File: src/rtl/pipe_ctrl_pkg.sv
// rtl/pipe_ctrl_pkg.sv - shared control-word, encoding and opcode definitions for the pipeline control path
package pipe_ctrl_pkg;

  // Decoded per-instruction control bundle; all-zero is a bubble.
  typedef struct packed {
    logic       reg_write;
    logic       mem_to_reg;
    logic       mem_write;
    logic       mem_read;
    logic       branch;
    logic       alu_src;
    logic       reg_dst;
    logic       jump;
    logic [1:0] alu_op;
  } ctrl_word_t;

  localparam ctrl_word_t CTRL_BUBBLE = '0;

  // ALU operand source selects
  localparam logic [1:0] FWD_REG   = 2'b00;
  localparam logic [1:0] FWD_EXMEM = 2'b10;
  localparam logic [1:0] FWD_MEMWB = 2'b01;

  // Next-PC source selects
  localparam logic [1:0] PCSEL_SEQ    = 2'b00;
  localparam logic [1:0] PCSEL_BRANCH = 2'b01;
  localparam logic [1:0] PCSEL_JUMP   = 2'b10;

  // ALUOp classes shared with the decoder
  localparam logic [1:0] ALUOP_ADD   = 2'b00;
  localparam logic [1:0] ALUOP_SUB   = 2'b01;
  localparam logic [1:0] ALUOP_FUNCT = 2'b10;

  // Primary opcodes shared with the decoder
  localparam logic [5:0] OP_RTYPE = 6'h00;
  localparam logic [5:0] OP_J     = 6'h02;
  localparam logic [5:0] OP_BEQ   = 6'h04;
  localparam logic [5:0] OP_LW    = 6'h23;
  localparam logic [5:0] OP_SW    = 6'h2b;

  // Hazard controller status
  typedef enum logic [1:0] {
    ST_RUN     = 2'd0,
    ST_LDSTALL = 2'd1,
    ST_FLUSH   = 2'd2
  } hz_state_t;

  // Destination register selected by reg_dst
  function automatic logic [4:0] dest_reg(input logic reg_dst, input logic [4:0] rt,
                                          input logic [4:0] rd);
    return reg_dst ? rd : rt;
  endfunction

  // A used source matches a producer; register 0 never matches
  function automatic logic src_hit(input logic used, input logic [4:0] src,
                                   input logic [4:0] dst);
    return used && (dst != 5'd0) && (src == dst);
  endfunction

endpackage

File: src/rtl/pipe_fwd_unit.sv
// rtl/pipe_fwd_unit.sv - combinational ALU operand forward select (used when FORWARDING_EN is defined)
module pipe_fwd_unit (
  input  logic [4:0] ex_rs,
  input  logic [4:0] ex_rt,
  input  logic       mem_reg_write,
  input  logic [4:0] mem_wreg,
  input  logic       wb_reg_write,
  input  logic [4:0] wb_wreg,
  output logic [1:0] fwd_a,
  output logic [1:0] fwd_b
);
  import pipe_ctrl_pkg::*;

  // EX/MEM is the younger producer, so it beats MEM/WB on a double match
  always_comb begin
    fwd_a = FWD_REG;
    fwd_b = FWD_REG;
    if (src_hit(mem_reg_write, ex_rs, mem_wreg))     fwd_a = FWD_EXMEM;
    else if (src_hit(wb_reg_write, ex_rs, wb_wreg))  fwd_a = FWD_MEMWB;
    if (src_hit(mem_reg_write, ex_rt, mem_wreg))     fwd_b = FWD_EXMEM;
    else if (src_hit(wb_reg_write, ex_rt, wb_wreg))  fwd_b = FWD_MEMWB;
  end

endmodule

File: src/rtl/pipe_hazard_ctrl.sv
// rtl/pipe_hazard_ctrl.sv - stage control registers, hazard detect, redirect and stall counter; FORWARDING_EN enables operand forwarding
module pipe_hazard_ctrl #(
  parameter int CNT_W = 16
) (
  input  logic             clk,
  input  logic             rst_n,
  input  logic             id_reg_write,
  input  logic             id_mem_to_reg,
  input  logic             id_mem_write,
  input  logic             id_mem_read,
  input  logic             id_branch,
  input  logic             id_alu_src,
  input  logic             id_reg_dst,
  input  logic             id_jump,
  input  logic [1:0]       id_alu_op,
  input  logic [4:0]       id_rs,
  input  logic [4:0]       id_rt,
  input  logic [4:0]       id_rd,
  input  logic             ex_branch_taken,
  output logic             pc_write,
  output logic             ifid_write,
  output logic             ifid_flush,
  output logic [1:0]       pc_sel,
  output logic             ex_alu_src,
  output logic             ex_reg_dst,
  output logic [1:0]       ex_alu_op,
  output logic             ex_branch,
  output logic             mem_mem_read,
  output logic             mem_mem_write,
  output logic             mem_reg_write,
  output logic             wb_reg_write,
  output logic             wb_mem_to_reg,
  output logic [4:0]       ex_wreg,
  output logic [4:0]       mem_wreg,
  output logic [4:0]       wb_wreg,
  output logic [1:0]       fwd_a,
  output logic [1:0]       fwd_b,
  output logic [CNT_W-1:0] stall_cnt
);
  import pipe_ctrl_pkg::*;

  ctrl_word_t       id_ctrl;
  ctrl_word_t       ex_ctrl_d;
  ctrl_word_t       ex_ctrl_q;
  ctrl_word_t       mem_ctrl_q;
  ctrl_word_t       wb_ctrl_q;
  logic [4:0]       ex_wreg_d;
  logic [4:0]       ex_rs_d;
  logic [4:0]       ex_rt_d;
  logic [4:0]       ex_rs_q;
  logic [4:0]       ex_rt_q;
  logic [4:0]       ex_wreg_q;
  logic [4:0]       mem_wreg_q;
  logic [4:0]       wb_wreg_q;
  logic [CNT_W-1:0] stall_cnt_q;
  hz_state_t        state_q;
  hz_state_t        state_d;
  logic             uses_rs;
  logic             uses_rt;
  logic             load_use;
  logic             raw_stall;
  logic             stall;
  logic             br_taken;
  logic             inject;

  // Gather the loose ID control inputs into one control word
  always_comb begin
    id_ctrl            = CTRL_BUBBLE;
    id_ctrl.reg_write  = id_reg_write;
    id_ctrl.mem_to_reg = id_mem_to_reg;
    id_ctrl.mem_write  = id_mem_write;
    id_ctrl.mem_read   = id_mem_read;
    id_ctrl.branch     = id_branch;
    id_ctrl.alu_src    = id_alu_src;
    id_ctrl.reg_dst    = id_reg_dst;
    id_ctrl.jump       = id_jump;
    id_ctrl.alu_op     = id_alu_op;
  end

  // Which register fields the ID instruction actually reads
  assign uses_rs = (|id_ctrl) & ~id_jump;
  assign uses_rt = id_reg_dst | id_mem_write | id_branch;

  // A load in EX cannot forward its data to the instruction right behind it
  assign load_use = ex_ctrl_q.mem_read &
                    (src_hit(uses_rs, id_rs, ex_wreg_q) | src_hit(uses_rt, id_rt, ex_wreg_q));

`ifdef FORWARDING_EN
  assign raw_stall = 1'b0;

  pipe_fwd_unit u_fwd (
    .ex_rs         (ex_rs_q),
    .ex_rt         (ex_rt_q),
    .mem_reg_write (mem_ctrl_q.reg_write),
    .mem_wreg      (mem_wreg_q),
    .wb_reg_write  (wb_ctrl_q.reg_write),
    .wb_wreg       (wb_wreg_q),
    .fwd_a         (fwd_a),
    .fwd_b         (fwd_b)
  );
`else
  // Without forwarding, wait until the producer reaches WB (write-first regfile)
  assign raw_stall =
      (ex_ctrl_q.reg_write &
       (src_hit(uses_rs, id_rs, ex_wreg_q) | src_hit(uses_rt, id_rt, ex_wreg_q))) |
      (mem_ctrl_q.reg_write &
       (src_hit(uses_rs, id_rs, mem_wreg_q) | src_hit(uses_rt, id_rt, mem_wreg_q)));

  assign fwd_a = FWD_REG;
  assign fwd_b = FWD_REG;

  wire unused_ops = ^{ex_rs_q, ex_rt_q};
`endif

  assign stall    = load_use | raw_stall;
  assign br_taken = ex_ctrl_q.branch & ex_branch_taken;

  // Redirect/stall arbitration: taken branch beats stall, stall beats jump
  always_comb begin
    pc_write   = 1'b1;
    ifid_write = 1'b1;
    ifid_flush = 1'b0;
    pc_sel     = PCSEL_SEQ;
    inject     = 1'b0;
    if (br_taken) begin
      pc_sel     = PCSEL_BRANCH;
      ifid_flush = 1'b1;
      inject     = 1'b1;
    end else if (stall) begin
      pc_write   = 1'b0;
      ifid_write = 1'b0;
      inject     = 1'b1;
    end else if (id_jump) begin
      pc_sel     = PCSEL_JUMP;
      ifid_flush = 1'b1;
    end
  end

  // Next ID/EX contents: the ID instruction, or a full bubble when squashed/stalled
  always_comb begin
    ex_ctrl_d = id_ctrl;
    ex_wreg_d = dest_reg(id_reg_dst, id_rt, id_rd);
    ex_rs_d   = id_rs;
    ex_rt_d   = id_rt;
    if (inject) begin
      ex_ctrl_d = CTRL_BUBBLE;
      ex_wreg_d = 5'd0;
      ex_rs_d   = 5'd0;
      ex_rt_d   = 5'd0;
    end
  end

  // Stage control registers advance every cycle
  always_ff @(posedge clk or negedge rst_n) begin
    if (!rst_n) begin
      ex_ctrl_q  <= CTRL_BUBBLE;
      mem_ctrl_q <= CTRL_BUBBLE;
      wb_ctrl_q  <= CTRL_BUBBLE;
      ex_wreg_q  <= 5'd0;
      mem_wreg_q <= 5'd0;
      wb_wreg_q  <= 5'd0;
      ex_rs_q    <= 5'd0;
      ex_rt_q    <= 5'd0;
    end else begin
      ex_ctrl_q  <= ex_ctrl_d;
      ex_wreg_q  <= ex_wreg_d;
      ex_rs_q    <= ex_rs_d;
      ex_rt_q    <= ex_rt_d;
      mem_ctrl_q <= ex_ctrl_q;
      mem_wreg_q <= ex_wreg_q;
      wb_ctrl_q  <= mem_ctrl_q;
      wb_wreg_q  <= mem_wreg_q;
    end
  end

  // Saturating count of bubbles injected into ID/EX
  always_ff @(posedge clk or negedge rst_n) begin
    if (!rst_n) begin
      stall_cnt_q <= '0;
    end else if (inject && (stall_cnt_q != {CNT_W{1'b1}})) begin
      stall_cnt_q <= stall_cnt_q + CNT_W'(1);
    end
  end

  // Status state register
  always_ff @(posedge clk or negedge rst_n) begin
    if (!rst_n) state_q <= ST_RUN;
    else        state_q <= state_d;
  end

  // Status next state; it does not feed back into the hazard decisions
  always_comb begin
    state_d = ST_RUN;
    if (br_taken)                          state_d = ST_FLUSH;
    else if (stall && (state_q == ST_RUN)) state_d = ST_LDSTALL;
  end

  assign ex_alu_src    = ex_ctrl_q.alu_src;
  assign ex_reg_dst    = ex_ctrl_q.reg_dst;
  assign ex_alu_op     = ex_ctrl_q.alu_op;
  assign ex_branch     = ex_ctrl_q.branch;
  assign mem_mem_read  = mem_ctrl_q.mem_read;
  assign mem_mem_write = mem_ctrl_q.mem_write;
  assign mem_reg_write = mem_ctrl_q.reg_write;
  assign wb_reg_write  = wb_ctrl_q.reg_write;
  assign wb_mem_to_reg = wb_ctrl_q.mem_to_reg;
  assign ex_wreg       = ex_wreg_q;
  assign mem_wreg      = mem_wreg_q;
  assign wb_wreg       = wb_wreg_q;
  assign stall_cnt     = stall_cnt_q;

  wire unused_wb = ^{wb_ctrl_q.mem_write, wb_ctrl_q.mem_read, wb_ctrl_q.branch,
                     wb_ctrl_q.alu_src, wb_ctrl_q.reg_dst, wb_ctrl_q.jump, wb_ctrl_q.alu_op};

endmodule

File: config.mk
export PLATFORM = sky130hd
export DESIGN_NAME = pipe_hazard_ctrl
export DESIGN_NICKNAME = d
export VERILOG_FILES = /design/src/rtl/pipe_ctrl_pkg.sv /design/src/rtl/pipe_fwd_unit.sv /design/src/rtl/pipe_hazard_ctrl.sv
export SDC_FILE = /design/constraint.sdc
export NUM_CORES = 1
export LEC_CHECK = 0
export BUFFER_PORTS_ARGS = -buffer_cell sky130_fd_sc_hd__buf_2
export CORE_ASPECT_RATIO = 0.7
export CORE_MARGIN = 10
export CORE_UTILIZATION = 52
export CTS_CLUSTER_DIAMETER = 120
export DETAILED_ROUTE_END_ITERATION = 7
export PLACE_DENSITY = 0.84
export SYNTH_ARGS = -nofsm -noshare
export SYNTH_HDL_FRONTEND = slang
export SYNTH_SLANG_ARGS = --single-unit
File: constraint.sdc
create_clock -name clk -period 5.4 [get_ports clk]
set_input_delay 1.62 -clock clk [delete_from_list [all_inputs] [get_ports clk]]
set_output_delay 1.62 -clock clk [all_outputs]
set_load 0.005 [all_outputs]
# Yosys cells after proc, flatten, opt, wreduce, memory -nomap -nowiden
# Cells that the tools add are included.
classes:
  n_addsub: 1
  n_eq_ne: 5
  muxes: 13
  n_bitwise: 12
  n_reduce_logical: 12
op_table:
  columns: ["cell", "count"]
  rows:
  - ["$eq A5 B5 Y1", 4]
  - ["$add A16 B1 Y16 const B", 1]
  - ["$ne A16 B16 Y1 const B", 1]
  - ["$mux W10", 1]
  - ["$mux W5", 2]
  - ["$reduce_bool A5 Y1", 2]
  - ["$reduce_or A10 Y1", 1]
  - ["$logic_and A1 B1 Y1", 9]
  - ["$mux W1", 7]
  - ["$mux W2", 3]
  - ["$or A1 B1 Y1", 6]
  - ["$and A1 B1 Y1", 5]
  - ["$not A1 Y1", 1]
totals:
  register_bits: 46
  input_bits: 28
  output_inout_bits: 50
  wordCells: 61

# Logic depth before layout (Yosys ltp)
# Gate-level depths: netlist of the first run.
depth:
  ltp_word: 11
  depth_mapped: 9
  ltp_nobuf: 8

# Worst setup path before layout of the first run
# No wires, ideal clock.
synth_path:
  path_kind: "input-to-output"
  from: "input port id_reg_dst"
  to: "output port pc_write"
  arrival_time_ps: 2748
  required_time_ps: 3780
  setup_slack_ps: 1032
  cell_stages: 7
  cell_sequence: "buf_2 nor3_1 nor2_1 a31oi_1 nand2_1 nand2_1 buf_4"
synth_via:
  elab_chain_cells: 10
  word_cells_on_any_way: 21
  classes_between: "mux (2); bitwise (10); reduce/logical (9)"
synth_rtl:
  columns: ["element", "line", "source"]
  rows:
  - ["start: declaration", "pipe_hazard_ctrl.sv:13", "input logic id_reg_dst,"]
  - ["$reduce_or A10 Y1 or $or A1 B1 Y1 (tied branches)", "pipe_hazard_ctrl.sv:81, pipe_hazard_ctrl.sv:82", null]
  - ["$and A1 B1 Y1 or $or A1 B1 Y1 (tied branches)", "pipe_hazard_ctrl.sv:81, pipe_hazard_ctrl.sv:82", null]
  - ["$logic_and A1 B1 Y1 (2 in series)", "pipe_ctrl_pkg.sv:57", "return used && (dst != 5'd0) && (src == dst);"]
  - ["$or A1 B1 Y1 (on tied branches)", "pipe_hazard_ctrl.sv:86, pipe_hazard_ctrl.sv:105, pipe_hazard_ctrl.sv:107", null]
  - ["$and A1 B1 Y1 (on tied branches)", "pipe_hazard_ctrl.sv:104, pipe_hazard_ctrl.sv:106", null]
  - ["$or A1 B1 Y1", "pipe_hazard_ctrl.sv:105", "(src_hit(uses_rs, id_rs, ex_wreg_q) | src_hit(uses_rt, id_rt, ex_wreg_q))) |"]
  - ["$or A1 B1 Y1 (*)", "pipe_hazard_ctrl.sv:115", "assign stall = load_use | raw_stall;"]
  - ["$mux W1 (*) (2 in series)", null, null]
  - ["end: declaration", "pipe_hazard_ctrl.sv:20", "output logic pc_write,"]
# Mark *: on every way between the ends. The rest lies on a longest branch, timed or not.

# Worst setup path after layout of the first run
layout_path:
  from: "input port id_reg_dst"
  to: "output port pc_sel[1]"
layout_via:
  elab_chain_cells: 10
  word_cells_on_any_way: 21
  classes_between: "mux (2); bitwise (10); reduce/logical (9)"
layout_rtl:
  columns: ["element", "line", "source"]
  rows:
  - ["$reduce_or A10 Y1 or $or A1 B1 Y1 (tied branches)", "pipe_hazard_ctrl.sv:81, pipe_hazard_ctrl.sv:82", null]
  - ["$and A1 B1 Y1 or $or A1 B1 Y1 (tied branches)", "pipe_hazard_ctrl.sv:81, pipe_hazard_ctrl.sv:82", null]
  - ["$logic_and A1 B1 Y1 (2 in series)", "pipe_ctrl_pkg.sv:57", null]
  - ["$or A1 B1 Y1 (on tied branches)", "pipe_hazard_ctrl.sv:86, pipe_hazard_ctrl.sv:105, pipe_hazard_ctrl.sv:107", null]
  - ["$and A1 B1 Y1 (on tied branches)", "pipe_hazard_ctrl.sv:104, pipe_hazard_ctrl.sv:106", null]
  - ["$or A1 B1 Y1", "pipe_hazard_ctrl.sv:105", null]
  - ["$or A1 B1 Y1 (*)", "pipe_hazard_ctrl.sv:115", null]
  - ["$mux W2 (*)", "pipe_hazard_ctrl.sv:129", "end else if (stall) begin"]
  - ["$mux W2 (*)", "pipe_hazard_ctrl.sv:125", "if (br_taken) begin"]
  - ["end: declaration", "pipe_hazard_ctrl.sv:23", "output logic [1:0] pc_sel,"]
# Marked as above.

==> impl_metrics.tcl, run 1 <==
set metrics [dict create \
    fin_skew_ns 0.006084 \
    powerDensity_nw_per_um2 325.9 \
    ys_ff_latch 46 \
    critPathCapture "pc_sel[1]" \
    r2r_cells 7 \
    ant_nets 0 \
    viasPerCell 5.100 \
    clock_tree.buffer_depth 2 \
    r2r-start "mem_wreg[1]" \
    io_buffer_count 73 \
    synth_area_um2 2066 \
    fin_crit_ns 4.695 \
    insertion_delay_ns 0.31 \
    first_pass_iters 4 \
    cts.reportedPaths.clkPinSlew_ns 0.09 \
    end_kind "primary output" \
    ys_warn_count 0 \
    setup_viol 0 \
    hold_class "reg2reg" \
    grt_pass1_vias 1617 \
    cts_hold_buffers 0 \
    grt_pass1_wl_um 7700 \
    syn2layout_area_growth_pct 21.87 \
    row_count 19 \
    finalSetupTns_ns 0 \
    slew_headroom 0.3447 \
    cts-resized-gates 0 \
    placed_area_um2 2422 \
    fin_area_um2 2517 \
    layout-drive-gt1-share 0.3494 \
    post_cts_buffers 0 \
    rsz0062_at_grt "no" \
    num_vias 1535 \
    clock_sinks 46 \
    antenna_found_initial 0 \
    place_ws_ns 0.7749 \
    cts_tree "built" \
    final-seq-area_um2 1151 \
    overflow 0 \
    root_buffer "clkbuf_8" \
    fmax_ghz 0.2130 \
    syn_inst 177 \
    diodes 0 \
    ys_seq_area_frac 0.5572 \
    final_common_cell "buf_2" \
    synthDistinctLibCells 35 \
    rrSetupSlack_ns 2.47 \
    path_max_fanout 7 \
    dieArea_um2 6934 \
    wire_per_inst_um 16.23 \
    routed_wl_um 4885 \
    fill_cells 321 \
    drc_errors 0 \
    startpoint_type "input pin" \
    hpwl_um 3806 \
    max-cap-violations 0 \
    finalHoldViolCount 0 \
    num_io_pins 78 \
    fin_ws_ns 0.7048 \
    p_leak_uw 0.001293 \
    slew_viol_final 0 \
    dr.first_iter.drc_count 37 \
    grt_usage 0.1419 \
    peakVddDrop_mv 0.2177 \
    crit_required_ns 3.78 \
    fin_util 0.6497 \
    gp_congestion 0.7909 \
    cp_data_arrival_time_ns 3.08 \
    initial_core_util 0.5331 \
    r2r_end "stall_cnt[1]" \
    fp.dieW_um 95.34 \
    core_um2 3875 \
    grt_max_degree 47 \
    die_h_um 72.74 \
    final_nets 277 \
    avgSynthCellArea_um2 11.67 \
    status "completed" \
    largest_reg_flops 16 \
    cts_buffers 5 \
    fin_cells 301 \
    htreeDepth 2 \
    place_inst 293 \
    worst_slew_pin_slew_ns 0.9829 \
    final_cell_mix "73 x buf_2, 46 x dfrtp_1, 17 x xnor2_1" \
    multi_input_area_um2 829.5 \
    critPathLaunch "id_reg_dst" \
    criticalPathCategory "in2out" \
    min_period_over_period 0.8695 \
]
## cells in the mapped netlist, drive strengths merged
master	n	area [µm²]
o22a	1	8.760
mux2	3	33.78
mux2i	5	50.05
and2	10	62.56
conb	1	3.750
a31oi	2	12.51
nand3	10	50.05
and3	9	57.56
nand4	3	18.77
a21oi	1	5.000
nor4	6	58.80
dfrtp	46	1151
clkbuf	1	3.750
or4b	1	10.01
xor2	15	131.4
ha	1	12.51
or4	3	22.52
nor4b	1	8.760
buf	11	81.33
nand2	11	41.29
xnor2	17	148.9
a41oi	1	8.760
or3	1	6.260
inv	3	11.26
and4	1	8.760
o21ai	2	13.76
nor3	2	10.01
nor2	9	33.78
## metrics by stage
step	total power (µW)	hold WS (ns)
after detailed placement	609.6	0.3347
after global placement	602.0	0.3320
after CTS	828.6	0.3539
after floorplan	528.1	0.3312
after global routing	868.4	0.3742
final	820.5	0.3526
## worst min path at each step
stage / startpoint / end / slack [ns] / depth (start not counted)
finish: ex_ctrl_q[7] / mem_mem_write / 0.35 / 0
global route: ex_ctrl_q[7] / mem_mem_write / 0.37 / 0
CTS: ex_ctrl_q[7] / mem_mem_write / 0.35 / 0
detailed placement: ex_ctrl_q[8] / mem_ctrl_q[8] / 0.33 / 0
global placement: mem_ctrl_q[8] / wb_mem_to_reg / 0.33 / 0
floorplan: ex_ctrl_q[8] / mem_ctrl_q[8] / 0.33 / 0
## metal layers
| layer | part of all wire | GRT usage | wire length, µm | vias up |
|---|---|---|---|---|
| li1 | - | - | - | 732 |
| met2 | 0.47 | 0.2249 | 2275 | 57 |
| met5 | 0 | 0 | 0 | - |
| met3 | 0.11 | 0.05550 | 535 | 8 |
| met1 | 0.41 | 0.1681 | 1997 | 738 |
| met4 | 0.016 | 0.05960 | 77 | 0 |
## power breakdown
group | leakage, µW | switching [µW] | internal (µW)
registers | 0.000580 | 43.5 | 391
logic | 0.000665 | 80.9 | 84.2
clock network | 0.0000472 | 118 | 103
## critical path, stage by stage
cell and delay (ns):
buf_2 0.16, nor3_1 0.37, nor2_1 0.11, a31oi_1 0.45
and3_2 0.25, buf_2 0.11
## cells by family (layout without fill, tap and decap cells)
group | Yosys count | in the layout | share of synthesized area
simple gates | 67 | 67 | 0.1884
flops | 46 | 46 | 0.5572
xor+xnor | 32 | 32 | 0.1357
buf+inv | 15 | 84 | 0.04664
mux | 8 | 8 | 0.04058
compound gates | 7 | 7 | 0.02362
fa+ha+maj | 1 | 1 | 0.006056
other cells | 1 | 4 | 0.001815
## final cells by class
| type | count | share of cell area |
|---|---|---|
| sequential | 46 | 0.4573 |
| multi-input combinational | 119 | 0.3295 |
| timing repair buffer | 73 | 0.1451 |
| clock buffer | 6 | 0.03280 |
| tap | 52 | 0.02584 |
| clock inverter | 2 | 0.004970 |
| inverter | 3 | 0.004473 |
No activity file was read; power rests on OpenSTA's default activity.
==> inputs of run 2 (changes only) <==
CORE_MARGIN = default   (was 10)
==> impl_metrics.tcl, run 2 (same netlist as run 1, synthesis figures left out) <==
set metrics [dict create \
    dr.first_iter.drc_count 104 \
    cts_tree "built" \
    grt_pass1_wl_um 6755 \
    slew_viol_final 0 \
    initial_core_util 0.5662 \
    slowest_stage "nor3_1" \
    cts-resized-gates 0 \
    worst_slew_pin_slew_ns 0.9674 \
    final_cell_mix "73 x buf_2, 46 x dfrtp_1, 17 x xnor2_1" \
    place_ws_ns 0.8353 \
    die_h_um 54.74 \
    worstPathCellList "buf_2, nor3_1, nor2_1, a31oi_1, and3_2, buf_2" \
    root_buffer "clkbuf_8" \
    drc_errors 0 \
    place_inst 291 \
    viasPerCell 5.187 \
    cts_buffers 5 \
    grt_pass1_vias 1358 \
    fin_cells 299 \
    seqPwrFrac 0.516 \
    power.internal_uw 610.8 \
    p_leak_uw 0.001303 \
    largest_reg_flops 16 \
    hpwl_um 3309 \
    syn2layout_area_growth_pct 22.41 \
    core_um2 3649 \
    rrSetupSlack_ns 2.58 \
    fin_ws_ns 0.7981 \
    post_cts_buffers 0 \
    fill_cells 302 \
    routed.top_layer "met4" \
    row_count 18 \
    powerDensity_nw_per_um2 334.3 \
    cp_data_arrival_time_ns 2.98 \
    finalHoldViolCount 0 \
    io_buffer_count 73 \
    crit_top_cell "buf_2" \
    max-cap-violations 0 \
    path_max_fanout 7 \
    min_period_over_period 0.8522 \
    setup_viol 0 \
    wire_per_inst_um 14.55 \
    overflow 0 \
    finalSetupTns_ns 0 \
    dieArea_um2 4233 \
    p_clk_frac 0.293 \
    cp_slowest_stage_delay_ns 0.38 \
    hold_class "reg2reg" \
    crit_required_ns 3.78 \
    switching_share 0.2775 \
    peakVddDrop_mv 0.3364 \
    ant_nets 0 \
    antenna_found_initial 0 \
    num_vias 1551 \
    clock_tree.buffer_depth 2 \
    insertion_delay_ns 0.29 \
    htreeDepth 2 \
    dr_wl_met2_um 2046 \
    grt_max_degree 47 \
    final_nets 277 \
    fin_area_um2 2529 \
    switchingPower_uw 234.6 \
    layout-drive-gt1-share 0.3494 \
    cts_hold_buffers 0 \
    status "completed" \
    met1_length_um 2057 \
    end_kind "primary output" \
    hold_slack_ns 0.3535 \
    grt_usage 0.2200 \
    clock_sinks 46 \
    diodes 0 \
    final_common_cell "buf_2" \
    slew_headroom 0.3551 \
    placed_area_um2 2420 \
    criticalPathCategory "in2out" \
    fmax_ghz 0.2173 \
    wl_met3_um 194 \
    startpoint_type "input pin" \
    gp_congestion 0.9102 \
    first_pass_iters 4 \
    rsz0062_at_grt "no" \
    cts.reportedPaths.clkPinSlew_ns 0.08 \
    fin_crit_ns 4.602 \
    fin_skew_ns 0.003146 \
    routed_wl_um 4349 \
    combPwrFrac 0.190 \
    fp.dieW_um 77.34 \
    num_io_pins 78 \
]
run 2: cell types whose count changed in the layout (fill, tap and decap cells not counted), sizes merged:
cell / previous run / this run
bufinv: 0 / 1
clkbuf: 6 / 5
clkinv: 1 / 2
clkinvlp: 1 / 0
run 2: power by group through the flow:
stage / clock, µW / combinational [µW] / sequential (µW)
finish: 248 / 161 / 436
global route: 268 / 181 / 444
CTS: 250 / 163 / 437
detailed placement: 0 / 163 / 443
global placement: 0 / 160 / 440
floorplan: 0 / 89.5 / 439
run 2: per-stage QoR:
| stage | util | total power, µW |
|---|---|---|
| final | 0.6931 | 845.5 |
| after global routing | 0.6931 | 892.7 |
| after detailed placement | 0.6632 | 605.7 |
| after CTS | 0.6931 | 850.3 |
| after floorplan | - | 528.1 |
| after global placement | 0.6632 | 599.9 |
run 2: critical path: cells and delay by family:
kind            cells  cell delay [ns]
buf+inv             2             0.27
simple gates        3             0.70
compound gates      1             0.37
run 2: path summary, 6_finish.rpt:
check,start,to,cells past startpoint
min in group asynchronous,rst_n,wb_wreg[1],1
min reg2reg,ex_ctrl_q[8],mem_ctrl_q[8],0
max reg2reg,ex_wreg[1],stall_cnt[1],7
min,ex_ctrl_q[8],mem_ctrl_q[8],0
max,id_reg_dst,pc_sel[1],6
max in group asynchronous,rst_n,stall_cnt[4],1
run 2: per-layer routing:
metal	track usage	vias up
met2	0.3348	49
met4	0.08805	0
li1	-	735
met1	0.3103	761
met3	0.05000	6
met5	0	-
run 2: cell type report:
cell class                 count  area, µm²  area share
clock buffer                   5      68.82     0.02721
timing repair buffer          73      365.4      0.1445
tap                           50      62.56     0.02474
multi-input combinational    119      829.5      0.3281
sequential                    46       1151      0.4552
inverter                       3      11.26    0.004453
clock inverter                 3      40.04     0.01583
==> inputs of run 3 (changes only) <==
RECOVER_POWER = 50   (was default)
==> impl_metrics.tcl, run 3 (same netlist as run 1, synthesis figures left out) <==
set metrics [dict create \
    status "finished, violations left" \
    violations "max-capacitance violations, max-slew violations" \
    largest_reg_flops 16 \
    switchingPower_uw 234.8 \
    dieArea_um2 4233 \
    clock_tree.buffer_depth 2 \
    num_vias 1553 \
    rsz0062_at_grt "no" \
    finalHoldViolCount 0 \
    dr.first_iter.drc_count 104 \
    max-cap-violations 1 \
    grt_usage 0.2200 \
    hold_depth 0 \
    combPwrFrac 0.190 \
    seqPwrFrac 0.517 \
    place_inst 291 \
    overflow 0 \
    slew_headroom -0.5476 \
    final_cell_mix "70 x buf_2, 46 x dfrtp_1, 17 x xnor2_1" \
    powerDensity_nw_per_um2 334.7 \
    crit_required_ns 3.78 \
    placed_area_um2 2420 \
    fin_area_um2 2525 \
    rrSetupSlack_ns 2.58 \
    syn2layout_area_growth_pct 22.23 \
    io_buffer_count 73 \
    diodes 0 \
    post_cts_buffers 0 \
    layout-drive-gt1-share 0.3373 \
    fin_cells 299 \
    cts-resized-gates 0 \
    path_max_fanout 7 \
    initial_core_util 0.5662 \
    fin_crit_ns 4.602 \
    cts.reportedPaths.clkPinSlew_ns 0.08 \
    hold_class "reg2reg" \
    cts_tree "built" \
    peakVddDrop_mv 0.3365 \
    fp.dieW_um 77.34 \
    slew_viol_final 47 \
    ant_nets 0 \
    clock_sinks 46 \
    power.internal_uw 610.3 \
    switching_share 0.2778 \
    criticalPathCategory "in2out" \
    fin_skew_ns 0.003232 \
    p_clk_frac 0.293 \
    first_pass_iters 4 \
    min_period_over_period 0.8522 \
    gp_congestion 0.9102 \
    finalSetupTns_ns 0 \
    die_h_um 54.74 \
    num_io_pins 78 \
    r2r_cells 7 \
    viasPerCell 5.194 \
    routed_wl_um 4355 \
    drc_errors 0 \
    grt_pass1_wl_um 6755 \
    root_buffer "clkbuf_8" \
    final_common_cell "buf_2" \
    p_leak_uw 0.001294 \
    final_nets 277 \
    p_total_uw 845.1 \
    worst_slew_pin_slew_ns 2.321 \
    cts_hold_buffers 0 \
    setup_viol 0 \
    grt_max_degree 47 \
    fmax_ghz 0.2173 \
    hpwl_um 3309 \
    end_kind "primary output" \
    wire_per_inst_um 14.57 \
    hold_slack_ns 0.3535 \
    htreeDepth 2 \
    cts_buffers 5 \
    cp_data_arrival_time_ns 2.98 \
    startpoint_type "input pin" \
    row_count 18 \
    antenna_found_initial 0 \
    grt_pass1_vias 1358 \
    insertion_delay_ns 0.29 \
    core_um2 3649 \
]
-- run 3: changes by cell type in the layout (fill, tap and decap cells not counted), sizes merged --
cell / delta
buf: -3
clkbuf: +3
-- run 3: power by group through the flow --
stage | sequential (µW) | combinational (µW) | clock (µW)
2_1_floorplan | 439 | 89.5 | 0
3_3_place_gp | 440 | 160 | 0
3_5_place_dp | 443 | 163 | 0
4_1_cts | 437 | 163 | 250
5_1_grt | 444 | 180 | 268
6_report | 437 | 161 | 248
-- run 3: path summary, 6_finish.rpt --
check	end	startpoint
worst min-delay path	mem_ctrl_q[8]	ex_ctrl_q[8]
worst min register to register	mem_ctrl_q[8]	ex_ctrl_q[8]
worst max register to register	stall_cnt[1]	ex_wreg[1]
worst max-delay path	pc_sel[1]	id_reg_dst
min in group asynchronous	wb_wreg[1]	rst_n
max in group asynchronous	stall_cnt[4]	rst_n
-- run 3: stage by stage --
step,utilization,setup slack (ns)
after floorplan,-,1.032
after global placement,0.6632,0.8626
after detailed placement,0.6632,0.8353
after CTS,0.6931,0.8330
after global routing,0.6920,0.7123
final,0.6920,0.7981
-- run 3: cell type report --
| cell class | instances | area [µm²] |
|---|---|---|
| sequential | 46 | 1151 |
| fill | 304 | 1124 |
| multi-input combinational | 119 | 829.5 |
| timing repair buffer | 73 | 361.6 |
| clock buffer | 5 | 68.82 |
| tap | 50 | 62.56 |
| clock inverter | 3 | 40.04 |
| inverter | 3 | 11.26 |
-- run 3: critical path: stages --
cell	delay [ns]
buf_2	0.16
nor3_1	0.38
nor2_1	0.09
a31oi_1	0.37
and3_2	0.23
buf_2	0.11
-- run 3: per-layer routing --
layer,global-route usage,wire (µm),vias up
li1,-,-,735
met1,0.3103,2061,763
met2,0.3348,2047,49
met3,0.05000,195,6
met4,0.08805,51,0
met5,0,0,-
